## config.mk

```make
export PLATFORM = sky130hd
export DESIGN_NAME = project_switch_ctrl_flat
export DESIGN_NICKNAME = d
export VERILOG_FILES = /design/src/rtl/project_switch_ctrl_if.sv /design/src/rtl/project_switch_ctrl.sv /design/src/flat_wrapper.sv
export SDC_FILE = /design/constraint.sdc
export NUM_CORES = 1
export LEC_CHECK = 0
export CORE_MARGIN = 5
export CORE_UTILIZATION = 35
export DETAILED_ROUTE_END_ITERATION = 8
export PLACE_DENSITY = 0.74
export SYNTH_ARGS = -nofsm -noshare
export SYNTH_HDL_FRONTEND = slang
export SYNTH_SLANG_ARGS = --single-unit
```

## constraint.sdc

```tcl
create_clock -name wb_clk_i -period 2.45 [get_ports wb_clk_i]
set_input_delay 0.245 -clock wb_clk_i [delete_from_list [all_inputs] [get_ports wb_clk_i]]
set_output_delay 0.245 -clock wb_clk_i [all_outputs]
set_load 0.02 [all_outputs]
```

## src/rtl/project_switch_ctrl_if.sv

```systemverilog
// Wishbone slave bus bundle for project_switch_ctrl.
interface project_switch_ctrl_if;
    logic        wbs_stb_i;
    logic        wbs_cyc_i;
    logic        wbs_we_i;
    logic [3:0]  wbs_sel_i;
    logic [31:0] wbs_dat_i;
    logic [31:0] wbs_adr_i;
    logic        wbs_ack_o;
    logic [31:0] wbs_dat_o;

    modport master (
        output wbs_stb_i, wbs_cyc_i, wbs_we_i, wbs_sel_i, wbs_dat_i, wbs_adr_i,
        input  wbs_ack_o, wbs_dat_o
    );

    modport slave (
        input  wbs_stb_i, wbs_cyc_i, wbs_we_i, wbs_sel_i, wbs_dat_i, wbs_adr_i,
        output wbs_ack_o, wbs_dat_o
    );
endinterface

```

## src/rtl/project_switch_ctrl.sv

```systemverilog
// Wishbone-controlled pad switch: isolate -> switch -> hold sequencing between projects.
// Timed rotation across projects (period register at ADDR_CTRL+8) is built when AUTO_ROTATE_EN is defined.
module project_switch_ctrl #(
    parameter logic [31:0] ADDR_CTRL    = 32'h3000_0010,
    parameter logic [31:0] ADDR_STATUS  = 32'h3000_0014,
    parameter int          NUM_PROJECTS = 3,
    parameter int          GUARD_CYCLES = 16
) (
    input  logic                    wb_clk_i,
    input  logic                    wb_rst_n_i,
    project_switch_ctrl_if.slave    wbs,
    output logic [7:0]              active_project_o,
    output logic [NUM_PROJECTS-1:0] project_reset_o,
    output logic                    io_gate_o,
    output logic                    busy_o
);
    typedef enum logic [1:0] {IDLE, ISOLATE, SWITCH, HOLD} state_t;

    localparam logic [7:0]              GUARD_LAST = 8'(GUARD_CYCLES - 1);
    localparam logic [7:0]              NUM_P      = 8'(NUM_PROJECTS);
    localparam logic [NUM_PROJECTS-1:0] ONE_HOT0   = NUM_PROJECTS'(1);

    state_t      state_q, state_d;
    logic [7:0]  guard_q, guard_d;
    logic [7:0]  target_q, target_d;
    logic [7:0]  active_q, active_d;
    logic [7:0]  pend_tgt_q, pend_tgt_d;
    logic        pend_vld_q, pend_vld_d;
    logic        err_q, err_d;
    logic        ack_q;
    logic [31:0] rdata_q, rdata_d;

    logic        hit_ctrl, hit_status, hit_period, valid;
    logic        host_sw, host_ok;
    logic [7:0]  host_tgt, rot_tgt, start_tgt;
    logic        rot_req, start;
    logic [31:0] period_rd;
    logic        unused_bits;

    assign hit_ctrl   = (wbs.wbs_adr_i == ADDR_CTRL);
    assign hit_status = (wbs.wbs_adr_i == ADDR_STATUS);
    assign valid      = wbs.wbs_cyc_i & wbs.wbs_stb_i & ~ack_q & (hit_ctrl | hit_status | hit_period);
    assign host_tgt   = wbs.wbs_dat_i[7:0];
    assign host_sw    = valid & wbs.wbs_we_i & hit_ctrl & wbs.wbs_sel_i[0];
    assign host_ok    = host_sw & (host_tgt < NUM_P);
    assign rot_tgt    = (active_q == NUM_P - 8'd1) ? 8'd0 : active_q + 8'd1;
    assign unused_bits = &{1'b0, wbs.wbs_sel_i[3], wbs.wbs_sel_i[1],
                           wbs.wbs_dat_i[31:19], wbs.wbs_dat_i[17:8]};

`ifdef AUTO_ROTATE_EN
    localparam logic [31:0] ADDR_PERIOD = ADDR_CTRL + 32'd8;
    logic [23:0] period_q, rot_cnt_q;
    logic        period_wr;

    assign hit_period = (wbs.wbs_adr_i == ADDR_PERIOD);
    assign period_wr  = valid & wbs.wbs_we_i & hit_period;
    assign period_rd  = {8'd0, period_q};
    // Counter only advances while idle, so time spent switching is not charged to the period.
    assign rot_req    = (state_q == IDLE) && (period_q != 24'd0) &&
                        ({1'b0, rot_cnt_q} + 25'd1 >= {1'b0, period_q});

    always_ff @(posedge wb_clk_i or negedge wb_rst_n_i) begin
        if (!wb_rst_n_i) begin
            period_q  <= '0;
            rot_cnt_q <= '0;
        end else begin
            if (state_q == IDLE && period_q != 24'd0)
                rot_cnt_q <= rot_req ? 24'd0 : rot_cnt_q + 24'd1;
            for (int b = 0; b < 3; b++)
                if (period_wr && wbs.wbs_sel_i[b])
                    period_q[8*b +: 8] <= wbs.wbs_dat_i[8*b +: 8];
        end
    end
`else
    assign hit_period = 1'b0;
    assign rot_req    = 1'b0;
    assign period_rd  = '0;
`endif

    always_comb begin
        // NOTE: every signal written here gets a default first, so no path can infer a latch.
        state_d    = state_q;
        guard_d    = guard_q;
        target_d   = target_q;
        active_d   = active_q;
        pend_tgt_d = pend_tgt_q;
        pend_vld_d = pend_vld_q;
        err_d      = err_q;
        rdata_d    = '0;
        start      = 1'b0;
        start_tgt  = target_q;

        if (valid && !wbs.wbs_we_i)
            rdata_d = hit_ctrl   ? {24'd0, active_q} :
                      hit_status ? {13'd0, err_q, pend_vld_q, state_q != IDLE, pend_tgt_q, active_q} :
                                   period_rd;

        if (host_sw && !host_ok)
            err_d = 1'b1;
        else if (valid && wbs.wbs_we_i && hit_status && wbs.wbs_sel_i[2] && wbs.wbs_dat_i[18])
            err_d = 1'b0;

        // Host writes during a sequence are parked; the newest one replaces any older one.
        if (state_q != IDLE && host_ok) begin
            pend_vld_d = 1'b1;
            pend_tgt_d = host_tgt;
        end

        case (state_q)
            IDLE: begin
                if (host_ok) begin
                    pend_vld_d = 1'b0;
                    start      = (host_tgt != active_q);
                    start_tgt  = host_tgt;
                end else if (pend_vld_q) begin
                    pend_vld_d = 1'b0;
                    start      = (pend_tgt_q != active_q);
                    start_tgt  = pend_tgt_q;
                end else if (rot_req) begin
                    start      = (rot_tgt != active_q);
                    start_tgt  = rot_tgt;
                end
                if (start) begin
                    state_d  = ISOLATE;
                    guard_d  = 8'd0;
                    target_d = start_tgt;
                end
            end
            ISOLATE, HOLD: begin
                if (guard_q == GUARD_LAST) begin
                    guard_d = 8'd0;
                    state_d = (state_q == ISOLATE) ? SWITCH : IDLE;
                end else begin
                    guard_d = guard_q + 8'd1;
                end
            end
            SWITCH: begin
                active_d = target_q;
                state_d  = HOLD;
            end
            default: state_d = IDLE;
        endcase
    end

    // NOTE: sequential state uses non-blocking assignments so every register samples pre-edge values.
    always_ff @(posedge wb_clk_i or negedge wb_rst_n_i) begin
        if (!wb_rst_n_i) begin
            state_q         <= IDLE;
            guard_q         <= '0;
            target_q        <= '0;
            active_q        <= '0;
            pend_tgt_q      <= '0;
            pend_vld_q      <= 1'b0;
            err_q           <= 1'b0;
            ack_q           <= 1'b0;
            rdata_q         <= '0;
            busy_o          <= 1'b0;
            io_gate_o       <= 1'b1;
            project_reset_o <= '1;
        end else begin
            state_q         <= state_d;
            guard_q         <= guard_d;
            target_q        <= target_d;
            active_q        <= active_d;
            pend_tgt_q      <= pend_tgt_d;
            pend_vld_q      <= pend_vld_d;
            err_q           <= err_d;
            ack_q           <= valid;
            rdata_q         <= rdata_d;
            busy_o          <= (state_d != IDLE);
            io_gate_o       <= (state_d != IDLE);
            project_reset_o <= (state_d == IDLE) ? ~(ONE_HOT0 << active_d) : '1;
        end
    end

    assign wbs.wbs_ack_o    = ack_q;
    assign wbs.wbs_dat_o    = rdata_q;
    assign active_project_o = active_q;
endmodule

```

## src/flat_wrapper.sv

```systemverilog
// flat-port wrapper written by rule: the top's interface ports become plain ports
module project_switch_ctrl_flat 
#(
    parameter logic [31:0] ADDR_CTRL    = 32'h3000_0010,
    parameter logic [31:0] ADDR_STATUS  = 32'h3000_0014,
    parameter int          NUM_PROJECTS = 3,
    parameter int          GUARD_CYCLES = 16
)
  (wb_clk_i, wb_rst_n_i, active_project_o, project_reset_o, io_gate_o, busy_o, wbs_wbs_stb_i, wbs_wbs_cyc_i, wbs_wbs_we_i, wbs_wbs_sel_i, wbs_wbs_dat_i, wbs_wbs_adr_i, wbs_wbs_ack_o, wbs_wbs_dat_o);
  project_switch_ctrl_if wbs_i ();
  input  logic wb_clk_i;
  input  logic wb_rst_n_i;
  output logic [7:0] active_project_o;
  output logic [NUM_PROJECTS-1:0] project_reset_o;
  output logic io_gate_o;
  output logic busy_o;
  input wire logic [$bits(wbs_i.wbs_stb_i)-1:0] wbs_wbs_stb_i;
  input wire logic [$bits(wbs_i.wbs_cyc_i)-1:0] wbs_wbs_cyc_i;
  input wire logic [$bits(wbs_i.wbs_we_i)-1:0] wbs_wbs_we_i;
  input wire logic [$bits(wbs_i.wbs_sel_i)-1:0] wbs_wbs_sel_i;
  input wire logic [$bits(wbs_i.wbs_dat_i)-1:0] wbs_wbs_dat_i;
  input wire logic [$bits(wbs_i.wbs_adr_i)-1:0] wbs_wbs_adr_i;
  output wire logic [$bits(wbs_i.wbs_ack_o)-1:0] wbs_wbs_ack_o;
  output wire logic [$bits(wbs_i.wbs_dat_o)-1:0] wbs_wbs_dat_o;
  assign wbs_i.wbs_stb_i = wbs_wbs_stb_i;
  assign wbs_i.wbs_cyc_i = wbs_wbs_cyc_i;
  assign wbs_i.wbs_we_i = wbs_wbs_we_i;
  assign wbs_i.wbs_sel_i = wbs_wbs_sel_i;
  assign wbs_i.wbs_dat_i = wbs_wbs_dat_i;
  assign wbs_i.wbs_adr_i = wbs_wbs_adr_i;
  assign wbs_wbs_ack_o = wbs_i.wbs_ack_o;
  assign wbs_wbs_dat_o = wbs_i.wbs_dat_o;
  project_switch_ctrl #(.ADDR_CTRL(ADDR_CTRL), .ADDR_STATUS(ADDR_STATUS), .NUM_PROJECTS(NUM_PROJECTS), .GUARD_CYCLES(GUARD_CYCLES)) u_core (.wb_clk_i(wb_clk_i), .wb_rst_n_i(wb_rst_n_i), .wbs(wbs_i), .active_project_o(active_project_o), .project_reset_o(project_reset_o), .io_gate_o(io_gate_o), .busy_o(busy_o));
endmodule
```

## Yosys cells after proc, flatten, opt, wreduce, memory -nomap -nowiden

Index checks and enable logic that the tools add are counted.

- Output and inout bits: 46
- Bits of input ports: 73
- Register bits: 74
- Word-level logic and storage cells: 76

- Order comparisons: 1
- Shift-type cells: 1
- Mux-type cells: 23
- Equal/unequal tests: 9
- Reductions and logical operators: 19
- Add/sub/neg operators: 1
- Bitwise gates (word level): 10

Operator list:

| cell | count |
|---|---|
| $eq 32x30->1 const B | 2 |
| $mux 32 | 2 |
| $mux 8 | 5 |
| $mux 19 | 1 |
| $ne 8x8->1 | 2 |
| $pmux 8 s2 | 1 |
| $reduce_bool 2->1 | 5 |
| $mux 1 | 9 |
| $add 8x1->8 const B | 1 |
| $eq 8x4->1 const B | 1 |
| $lt 8x2->1 const B | 1 |
| $shl 1x8->3 const A | 1 |
| $and 1x1->1 | 7 |
| $logic_and 1x1->1 | 7 |
| $mux 2 | 3 |
| $pmux 2 s3 | 1 |
| $eq 2x2->1 const B | 2 |
| $logic_not 2->1 | 2 |
| $mux 3 | 1 |
| $not 3->3 | 1 |
| $reduce_and 3->1 | 1 |
| $eq 2x1->1 const B | 1 |
| $logic_not 1->1 | 2 |
| $ne 2x2->1 const B | 1 |
| other kinds (4) | 4 |

## Longest topological paths before layout

Gate-level depths: netlist (run 1).

- Word-level depth: 13
- Gate-level depth with buffers: 8
- Depth with buffers taken out: 6

## Worst setup path before layout (run 1)

No wires, ideal clock.

- Kind: in2reg
- Start: input port wbs_wbs_dat_i[6]
- End: register u_core.project_reset_o[0]
- Arrival time: 2.148 ns
- Data required time: 2.356 ns
- Cell stages on the path: 6
- Library setup time: 0.094 ns
- Buffers on the path: 0
- Setup slack: 0.208 ns
- Cells stage by stage: or4_4 a2111oi_4 and4bb_1 mux2_4 nand3_2 or4_1

- Longest elaborated chain between the ends: 8
- Elaborated cells on any way between the ends: 9
- Those cells by class: order compare: 1; eq/ne: 1; mux: 5; bitwise: 1; reduce/logical: 1

RTL lines:

| item | RTL line | text |
|---|---|---|
| start, declared | flat_wrapper.sv:21 | `input wire logic [$bits(wbs_i.wbs_dat_i)-1:0] wbs_wbs_dat_i;` |
| $lt 8x2->1 | project_switch_ctrl.sv:45 | `assign host_ok = host_sw & (host_tgt < NUM_P);` |
| $and 1x1->1 | project_switch_ctrl.sv:45 |  |
| $mux 1 (*) | project_switch_ctrl.sv:111 | `if (host_ok) begin` |
| $mux 1 (*) | project_switch_ctrl.sv:109 | `case (state_q)` |
| $mux 2 (*) | project_switch_ctrl.sv:123 | `if (start) begin` |
| $pmux 2 s3 (*) | project_switch_ctrl.sv:109 |  |
| via u_core.state_d[0] | project_switch_ctrl.sv:23 | `state_t state_q, state_d;` |
| $logic_not 2->1 (*) | project_switch_ctrl.sv:172 | `project_reset_o <= (state_d == IDLE) ? ~(ONE_HOT0 << active_d) : '1;` |
| $mux 3 (*) | project_switch_ctrl.sv:172 |  |
| end signal, assigned | project_switch_ctrl.sv:172 |  |
| end, declared | project_switch_ctrl.sv:13 | `output logic [NUM_PROJECTS-1:0] project_reset_o,` |

The timed path passes the listed nets; every way through them passes the cells marked *. The select of a mux whose other input is x is not followed.
A chain may end at the register's enable or synchronous reset.

## Worst setup path in the final report (run 1)

- Start: input port wbs_wbs_dat_i[6]
- End: register u_core.target_q[5]

- Longest elaborated chain between the ends: 5
- Elaborated cells on any way between the ends: 8
- Those cells by class: order compare: 1; eq/ne: 1; mux: 3; bitwise: 1; reduce/logical: 2

RTL lines:

| item | RTL line | text |
|---|---|---|
| $lt 8x2->1 | project_switch_ctrl.sv:45 |  |
| $and 1x1->1 | project_switch_ctrl.sv:45 |  |
| $mux 1 | project_switch_ctrl.sv:111 |  |
| $mux 1 | project_switch_ctrl.sv:109 |  |
| $reduce_and 3->1 (no line) | n/a |  |
| end signal, assigned | project_switch_ctrl.sv:163 | `target_q <= target_d;` |
| end, declared | project_switch_ctrl.sv:25 | `logic [7:0] target_q, target_d;` |

Parallel ways exist; a longest one is shown, timed or not. The select of a mux whose other input is x is not followed.

==> run metrics, run 1 <==
Reg2Reg Depth 5; total setup buffers inserted after CTS 0; cell at the root of the clock tree sky130_fd_sc_hd__clkbuf_8; total routing resource utilization after global routing 14.1%; number of DRC markers after the initial detailed-route iteration 75; largest clock skew in the final design 5.97 ps; leakage dissipation 0.00172 uW; count of standard-cell rows 32; cell total after placement 452; detailed placement HPWL 5.07 mm; data arrival time of the critical path 2550 ps; setup tns final 0 ps; number of instances in the synthesized netlist 262; synthesis warning total 0; ant diodes 0; global-route wire length before repair 11.0 mm; Crit Reg-Reg Startpoint u_core.guard_q[5]$_DFFE_PN0P_; hold-fix buffer count after cts 0; boundary pin count 119; DRC 0; clock sinks 61; initial antenna violation count 0; worst relative slew slack 50.6%; crit path capture type register; post-route ant nets 0; core region area 7730 um2; TritonCTS clock tree built; pin count of the biggest net entering global routing 62; mean instance size in the synthesized netlist 10.6 um2; maximum count of clock buffers along a single path 2; total gr overflow 0; fillcell total 691; reg-to-reg critical path endpoint u_core.project_reset_o[1]$_DFF_PN1_; width of the die 99.1 um; via count of the routed design 2,198; Most used DFF post-synth sky130_fd_sc_hd__dfrtp_1; final weighted congestion in routability-driven placement 0.809; final worst-path cycle share 94.7%; layout overhead on the synthesized area 41.1%; post-placement worst setup slack -333 ps; hold violation count in the final report 0; post-synthesis cell type count 42; count of state elements after synthesis 61; flip-flop and latch area 1530 um2; Routed wire per std cell 14.4 um; fraction of layout instances using a drive strength above 1 13.1%; count of buffers from port buffering 80; most common library cell in the layout ignoring fill and taps sky130_fd_sc_hd__clkdlybuf4s50_1; number of buffers created by CTS 9; worst ir drop on vdd 0.239 mV; Vias/cell 4.70; Routed Wire Length 6.72 mm; Cell Area, Synth 2780 um2; clock-pin slew reported for the worst setup and hold paths after clock tree synthesis 70 ps; Tightest Hold Check Type input pin to asynchronous set/reset pin; clock period minus final worst setup slack 2320 ps; startpoint-to-endpoint class of the critical path input pin to register; final count of negative-setup-slack endpoints 0; detailed-routing iteration count for the pre-antenna-repair pass 4; clock latency on the worst-skew pair 330 ps; post-route standard cell area excluding fillers 3920 um2; total design power 1910 uW; ratio of total power to cell area 486 nW/um2; required arrival time at the worst endpoint 2680 ps; number of flops mapped to enable cells by yosys 0; maximum level of the CTS H-tree 3; termination of the worst setup path u_core.target_q[5]$_DFFE_PN0P_; RSZ-0062 raised after global routing no; die outline area 9820 um2; outcome complete, no violations; Max Slew Vio Count 0; Worst Slack Setup Final 130 ps; crit path launch type input pin; transition at the pin with the smallest max-transition slack 741 ps; starting utilization of the core area 36.0%; fraction of synthesis flops using an asynchronous set or reset pin 100%; Highest Clock Rate 0.431 GHz; maximum fanout along the worst path 20; commonest cells after routing, fill and taps aside sky130_fd_sc_hd__clkdlybuf4s50_1 (79), sky130_fd_sc_hd__dfrtp_1 (57), sky130_fd_sc_hd__nand2_1 (43), sky130_fd_sc_hd__buf_4 (18), sky130_fd_sc_hd__xnor2_1 (16); Placed Instance Area 3750 um2; Setup crit start wbs_wbs_dat_i[6]; number of global-route vias before repair 2,292; sequential element share of the synthesized area 55.1%; area occupied by multi-input gates 1130 um2; setup slack of the most critical reg-to-reg path 370 ps; number of non-filler instances in the completed layout 468; count of cells resized by post-cts repair 0; die height 99.1 um; number of nets in the layout 435; reported max-cap violation count 0
-- per-layer routing --
| metal | GRT usage (%) | wire (um) | up-vias |
|---|---|---|---|
| met3 | 3.23 | 339 | 16 |
| met4 | 6.30 | 136 | 0 |
| li1 | - | - | 1072 |
| met2 | 23.8 | 3340 | 53 |
| met1 | 17.1 | 2910 | 1057 |
| met5 | 0 | 0 | - |
-- how the worst min path moves through the flow --
stage | to | startpoint | depth (start not counted)
2_1_floorplan | u_core.active_project_o[0]$_DFF_PN0_ | wb_rst_n_i | 0
5_1_grt | u_core.wbs.wbs_dat_o[18]$_DFF_PN0_ | wb_rst_n_i | 2
6_report | u_core.wbs.wbs_dat_o[9]$_DFF_PN0_ | wb_rst_n_i | 2
3_5_place_dp | u_core.wbs.wbs_dat_o[18]$_DFF_PN0_ | wb_rst_n_i | 2
4_1_cts | u_core.wbs.wbs_dat_o[18]$_DFF_PN0_ | wb_rst_n_i | 2
3_3_place_gp | u_core.wbs.wbs_dat_o[18]$_DFF_PN0_ | wb_rst_n_i | 2
-- power by group --
group,total [uW],switching (uW),internal [uW]
sequential,1010,0.0000000290,1010
combinational,145,63.1,82.3
clock,754,396,358
-- registers in the layout (all words and copies together), names as in the netlist, 2 cells and up --
| register | cells |
|---|---|
| u_core.active_project_o | 8 |
| u_core.guard_q | 8 |
| u_core.pend_tgt_q | 8 |
| u_core.project_reset_o | 3 |
| u_core.state_q | 2 |
| u_core.target_q | 8 |
| u_core.wbs.wbs_dat_o | 19 |
-- through the flow --
stage | hold WS (ps) | util (%)
final | 48.1 | 50.7
after global routing | 118 | 50.7
after CTS | 81.7 | 50.7
after detailed placement | 441 | 48.5
after global placement | 437 | 48.5
after floorplan | -50.6 | -
-- critical path, stage by stage --
cell	delay [ps]
sky130_fd_sc_hd__clkdlybuf4s50_1	440
sky130_fd_sc_hd__or4_4	560
sky130_fd_sc_hd__a2111oi_4	230
sky130_fd_sc_hd__and4bb_1	280
sky130_fd_sc_hd__mux2_4	330
sky130_fd_sc_hd__buf_4	210
sky130_fd_sc_hd__o31ai_1	240
-- Yosys cell counts (all sizes together), types with 2 or more instances --
cell type | number | area share (%)
buf | 14 | 3.7
dfstp | 4 | 3.8
o21ai | 9 | 1.6
nand3 | 3 | 0.72
xor2 | 4 | 1.3
or3 | 4 | 0.90
or2 | 3 | 0.68
mux2i | 4 | 1.4
nand2 | 43 | 5.8
inv | 8 | 1.1
xnor2 | 16 | 5.0
nor4b | 2 | 0.63
mux2 | 3 | 1.4
and2 | 14 | 3.2
nor3 | 2 | 0.36
clkbuf | 8 | 1.1
and3 | 10 | 2.3
nand4 | 7 | 1.6
or4 | 3 | 0.95
nor4 | 7 | 1.6
dfrtp | 57 | 51
nand3b | 7 | 1.9
nor2 | 8 | 1.1
o31ai | 9 | 2.4
o211ai | 2 | 0.54
-- logic make-up after synthesis --
group | count (synthesis) | share of synthesized area, %
AO/OA/AOI/OAI | 24 | 6.30
AND/OR/NAND/NOR | 118 | 23.1
buffers and inverters | 30 | 5.85
flip-flops | 61 | 55.1
adder cells (fa/ha/maj) | 1 | 0.450
other | 1 | 0.135
multiplexers | 7 | 2.79
XOR/XNOR | 20 | 6.30
-- area by class of cell --
cell class / instances / area share [%]
clock buffers: 9 / 3.16
well taps: 102 / 3.25
multi-input cells: 183 / 28.9
flip-flops and latches: 61 / 39.1
clock inverters: 7 / 1.08
inverters: 8 / 0.766
repair buffers: 98 / 23.7
Power figures use the tool's default switching activity.
==> inputs of run 2 (changes only) <==
GPL_TIMING_DRIVEN = 0   (was default)
SKIP_CTS_REPAIR_TIMING = 1   (was default)
==> run 2 against run 1 <==
Net effect: design area grew 2.8%; power grew 13%; clock power grew 31%; first-iteration DRC count grew 20%; wire length grew 3.3%; core utilization grew 1.4 points; critical path depth is the same; sequential power is essentially flat; register-to-register slack lost 120 ps; sequential share of layout area shrank 1.1 points; critical endpoint is now u_core.project_reset_o[0]$_DFF_PN1_; largest cell class unchanged; highest routed layer unchanged.
==> run metrics, run 2 (synthesis results as in run 1) <==
detailed-routing iteration count for the pre-antenna-repair pass 4; number of global-route vias before repair 2,217; data arrival time of the critical path 2630 ps; largest clock skew in the final design 9.53 ps; Placed Instance Area 3770 um2; initial antenna violation count 0; clock share of power 46.0%; die outline area 9820 um2; Routed wire per std cell 14.6 um; post-route standard cell area excluding fillers 4030 um2; final worst-path cycle share 96.7%; outcome complete, no violations; number of non-filler instances in the completed layout 475; Highest Clock Rate 0.422 GHz; leakage dissipation 0.00179 uW; maximum count of clock buffers along a single path 2; ratio of total power to cell area 534 nW/um2; Vias/cell 4.73; width of the die 99.1 um; Tightest Hold Check Type input pin to asynchronous set/reset pin; global-route wire length before repair 11.0 mm; core region area 7730 um2; maximum level of the CTS H-tree 3; post-route ant nets 0; Switching Share 22.2%; starting utilization of the core area 36.0%; max reg flops 19; clock-pin slew reported for the worst setup and hold paths after clock tree synthesis 70 ps; number of nets in the layout 442; Flop pwr share 46.8%; grt met3 use 4.77%; reported max-cap violation count 0; final weighted congestion in routability-driven placement 0.772; met2 track demand over resource 24.6%; via count of the routed design 2,248; TritonCTS clock tree built; cell at the root of the clock tree sky130_fd_sc_hd__clkbuf_8; crit path launch type input pin; Routed Wire Length 6.94 mm; Reg2Reg Depth 8; worst ir drop on vdd 0.221 mV; hold violation count in the final report 0; layout overhead on the synthesized area 45.0%; Psw 478 uW; met1 capacity usage during global routing 17.1%; DRC 0; Crit Reg-Reg Startpoint u_core.state_q[0]$_DFF_PN0_; number of DRC markers after the initial detailed-route iteration 90; clock period minus final worst setup slack 2370 ps; worst relative slew slack 56.1%; internal power 1670 uW; die height 99.1 um; count of standard-cell rows 32; most common library cell in the layout ignoring fill and taps sky130_fd_sc_hd__clkdlybuf4s50_1; transition at the pin with the smallest max-transition slack 659 ps; post-layout util 52.2%; reg-to-reg critical path endpoint u_core.project_reset_o[0]$_DFF_PN1_; crit path capture type register; commonest cells after routing, fill and taps aside sky130_fd_sc_hd__clkdlybuf4s50_1 (77), sky130_fd_sc_hd__dfrtp_1 (57), sky130_fd_sc_hd__nand2_1 (43), sky130_fd_sc_hd__xnor2_1 (16), sky130_fd_sc_hd__buf_4 (15); number of buffers created by CTS 9; pin count of the biggest net entering global routing 34; clock latency on the worst-skew pair 340 ps; RSZ-0062 raised after global routing no; Combinational Power Share 7.2%; required arrival time at the worst endpoint 2710 ps; fraction of layout instances using a drive strength above 1 13.4%; total gr overflow 0; Max Slew Vio Count 0; cell total after placement 457; detailed placement HPWL 5.21 mm; boundary pin count 119; clock sinks 61; total routing resource utilization after global routing 14.4%; ant diodes 0; maximum fanout along the worst path 5; setup slack of the most critical reg-to-reg path 250 ps; count of buffers from port buffering 80; final count of negative-setup-slack endpoints 0; global-route layer with the greatest usage met2; startpoint-to-endpoint class of the critical path input pin to register
-- run 2: how the worst max path moves through the flow --
stage	to	cells after the start	slack, ps	start
after floorplan	u_core.project_reset_o[0]$_DFF_PN1_	6	210	wbs_wbs_dat_i[6]
after global placement	u_core.guard_q[7]$_DFFE_PN0P_	1	-690	wb_rst_n_i
after CTS	u_core.guard_q[0]$_DFFE_PN0P_	8	-240	wbs_wbs_dat_i[6]
final	u_core.project_reset_o[0]$_DFF_PN1_	7	80	wbs_wbs_dat_i[5]
after global routing	u_core.project_reset_o[1]$_DFF_PN1_	8	20	u_core.state_q[0]$_DFF_PN0_
after detailed placement	u_core.guard_q[0]$_DFFE_PN0P_	8	-580	wbs_wbs_dat_i[6]
-- run 2: stage by stage --
| stage | setup slack (ps) | total power, uW | hold slack (ps) | TNS [ps] |
|---|---|---|---|---|
| 2_1_floorplan | 208 | 1070 | -50.6 | 0 |
| 5_1_grt | 15.3 | 2240 | 510 | 0 |
| 6_report | 80.3 | 2150 | 474 | 0 |
| 3_5_place_dp | -582 | 1180 | 316 | -15510 |
| 3_3_place_gp | -692 | 1180 | 465 | -53740 |
| 4_1_cts | -238 | 2170 | -55.8 | -3180 |
-- run 2: power groups by stage --
stage               clock network (uW)  registers (uW)  logic, uW
floorplan                            0            1030       47.6
global placement                     0            1030        149
detailed placement                   0            1030        155
CTS                               1000            1010        156
global route                      1060            1010        170
finish                             990            1010        156
-- run 2: cell type report --
class / count / area (um2)
repair buffers: 83 / 838
well taps: 102 / 128
plain buffers: 22 / 138
multi-input cells: 183 / 1140
fillers: 677 / 3700
inverters: 8 / 30.0
clock inverters: 7 / 97.6
clock buffers: 9 / 124
flip-flops and latches: 61 / 1530
-- run 2: metal layers --
layer,routed length [um],up-vias
li1,-,1086
met5,0,-
met4,71,0
met3,384,8
met1,2900,1083
met2,3590,71
-- run 2: critical path, cell delays in order --
cell and delay (ps):
sky130_fd_sc_hd__clkdlybuf4s50_1 440, sky130_fd_sc_hd__or4_4 510, sky130_fd_sc_hd__a2111oi_4 270, sky130_fd_sc_hd__and4bb_1 300
sky130_fd_sc_hd__mux2_4 220, sky130_fd_sc_hd__nand3_2 100, sky130_fd_sc_hd__or4_1 540
==> inputs of run 3 (changes only) <==
--- a/config.mk
+++ b/config.mk
@@ -6,4 +6,5 @@
 export NUM_CORES = 1
 export LEC_CHECK = 0
+export CORE_ASPECT_RATIO = 0.8
 export CORE_MARGIN = 5
 export CORE_UTILIZATION = 35
==> constraint.sdc (replaced) <==
create_clock -name wb_clk_i -period 2.45 [get_ports wb_clk_i]
set_input_delay 0.245 -clock wb_clk_i [delete_from_list [all_inputs] [get_ports wb_clk_i]]
set_output_delay 0.245 -clock wb_clk_i [all_outputs]
set_load 0.005 [all_outputs]
==> run 3 against run 2 <==
Net effect: first-iteration DRC count rose by 46%; clock-buffer cell count rose by 3; cell count rose by 1.5%; non-clock buffer count rose by 1; wire length fell by 3.2%; combinational power fell by 9%; clock power rose by 9%.
==> run metrics, run 3 (synthesis results as in run 1) <==
starting utilization of the core area 35.5%; total routing resource utilization after global routing 14.3%; fraction of layout instances using a drive strength above 1 13.9%; most common library cell in the layout ignoring fill and taps sky130_fd_sc_hd__clkdlybuf4s50_1; final count of negative-setup-slack endpoints 0; met1 capacity usage during global routing 18.7%; pin count of the biggest net entering global routing 40; Placed Instance Area 3770 um2; initial antenna violation count 0; final worst-path cycle share 96.3%; maximum fanout along the worst path 5; total gr overflow 0; DRC 0; count of standard-cell rows 29; crit path launch type input pin; boundary pin count 119; setup tns final 0 ps; clock period minus final worst setup slack 2360 ps; post-layout util 52.2%; clock latency on the worst-skew pair 340 ps; ant diodes 0; layout overhead on the synthesized area 47.1%; commonest cells after routing, fill and taps aside sky130_fd_sc_hd__clkdlybuf4s50_1 (77), sky130_fd_sc_hd__dfrtp_1 (57), sky130_fd_sc_hd__nand2_1 (43), sky130_fd_sc_hd__xnor2_1 (16), sky130_fd_sc_hd__buf_4 (15); number of DRC markers after the initial detailed-route iteration 131; startpoint-to-endpoint class of the critical path input pin to register; clock sinks 61; maximum level of the CTS H-tree 3; Routed wire per std cell 13.9 um; via count of the routed design 2,253; post-placement worst setup slack -548 ps; data arrival time of the critical path 2620 ps; number of nets in the layout 443; Worst Slack Setup Final 91.0 ps; Vias/cell 4.67; flip-flop and latch area 1530 um2; TritonCTS clock tree built; post-route ant nets 0; hold violation count in the final report 0; reported max-cap violation count 0; met2 track demand over resource 22.2%; die outline area 9830 um2; final weighted congestion in routability-driven placement 0.823; number of global-route vias before repair 2,350; detailed placement HPWL 5.11 mm; number of buffers created by CTS 9; crit path capture type register; count of buffers from port buffering 80; transition at the pin with the smallest max-transition slack 544 ps; clock-pin slew reported for the worst setup and hold paths after clock tree synthesis 70 ps; largest clock skew in the final design 9.49 ps; global-route layer with the greatest usage met2; grt met3 use 3.94%; fillcell total 691; detailed-routing iteration count for the pre-antenna-repair pass 4; die height 89.7 um; ratio of total power to cell area 546 nW/um2; width of the die 110 um; post-route standard cell area excluding fillers 4090 um2; global-route wire length before repair 11.0 mm; RSZ-0062 raised after global routing no; Highest Clock Rate 0.424 GHz; worst hold margin 420 ps; area occupied by multi-input gates 1170 um2; worst ir drop on vdd 0.306 mV; Tightest Hold Check Type input pin to asynchronous set/reset pin; outcome complete, no violations; required arrival time at the worst endpoint 2710 ps; leakage dissipation 0.00182 uW; worst relative slew slack 63.5%; cell at the root of the clock tree sky130_fd_sc_hd__clkbuf_8; maximum count of clock buffers along a single path 2; core region area 7840 um2; max reg flops 19; Routed Wire Length 6.72 mm; Max Slew Vio Count 0
[run 3: changes by cell type in the layout (fill, tap and decap cells not counted), sizes merged]
cell,delta
buf,+1
clkinvlp,-2
inv,-2
clkbuf,+3
bufinv,+1
[run 3: final timing paths]
kind                       slack [ps]  cells after the start                           start                                   to
min in group wb_clk_i             490                      2  u_core.target_q[0]$_DFFE_PN0P_       u_core.target_q[0]$_DFFE_PN0P_
max reg2reg                       210                      8     u_core.state_q[0]$_DFF_PN0_  u_core.project_reset_o[1]$_DFF_PN1_
max                                90                      7                wbs_wbs_dat_i[5]  u_core.project_reset_o[1]$_DFF_PN1_
min reg2reg                       490                      2  u_core.target_q[0]$_DFFE_PN0P_       u_core.target_q[0]$_DFFE_PN0P_
max in group asynchronous        1380                      3                      wb_rst_n_i           u_core.io_gate_o$_DFF_PN1_
min                               420                      2                      wb_rst_n_i    u_core.wbs.wbs_dat_o[8]$_DFF_PN0_
[run 3: final cells by class]
cell class              instances  share of cell area (%)
well taps                     108                    3.30
clock buffers                  12                    3.55
inverters                       8                   0.734
repair buffers                 84                    20.7
flip-flops and latches         61                    37.5
multi-input cells             183                    28.6
clock inverters                 4                    2.33
plain buffers                  22                    3.30
[run 3: layer usage]
metal | share of wire [%] | vias to the layer above
li1 | - | 1087
met1 | 44 | 1072
met2 | 47 | 83
met3 | 6.9 | 11
met4 | 2.0 | 0
met5 | 0 | -
[run 3: metrics by stage]
| stage | total power [uW] | instances |
|---|---|---|
| after floorplan | 1060 | 274 |
| after global placement | 1160 | 462 |
| after detailed placement | 1170 | 463 |
| after CTS | 2250 | 479 |
| after global routing | 2320 | 482 |
| final | 2230 | 482 |
[run 3: where the power goes]
group	switching (uW)	internal, uW
sequential	0.0000000276	1010
clock	381	703
combinational	52.2	90.2
[run 3: critical path, stage by stage]
cell and delay (ps):
sky130_fd_sc_hd__clkdlybuf4s50_1 440, sky130_fd_sc_hd__or4_4 510, sky130_fd_sc_hd__a2111oi_4 270, sky130_fd_sc_hd__and4bb_1 290, sky130_fd_sc_hd__mux2_4 220, sky130_fd_sc_hd__nand3_4 90, sky130_fd_sc_hd__or4_4 550
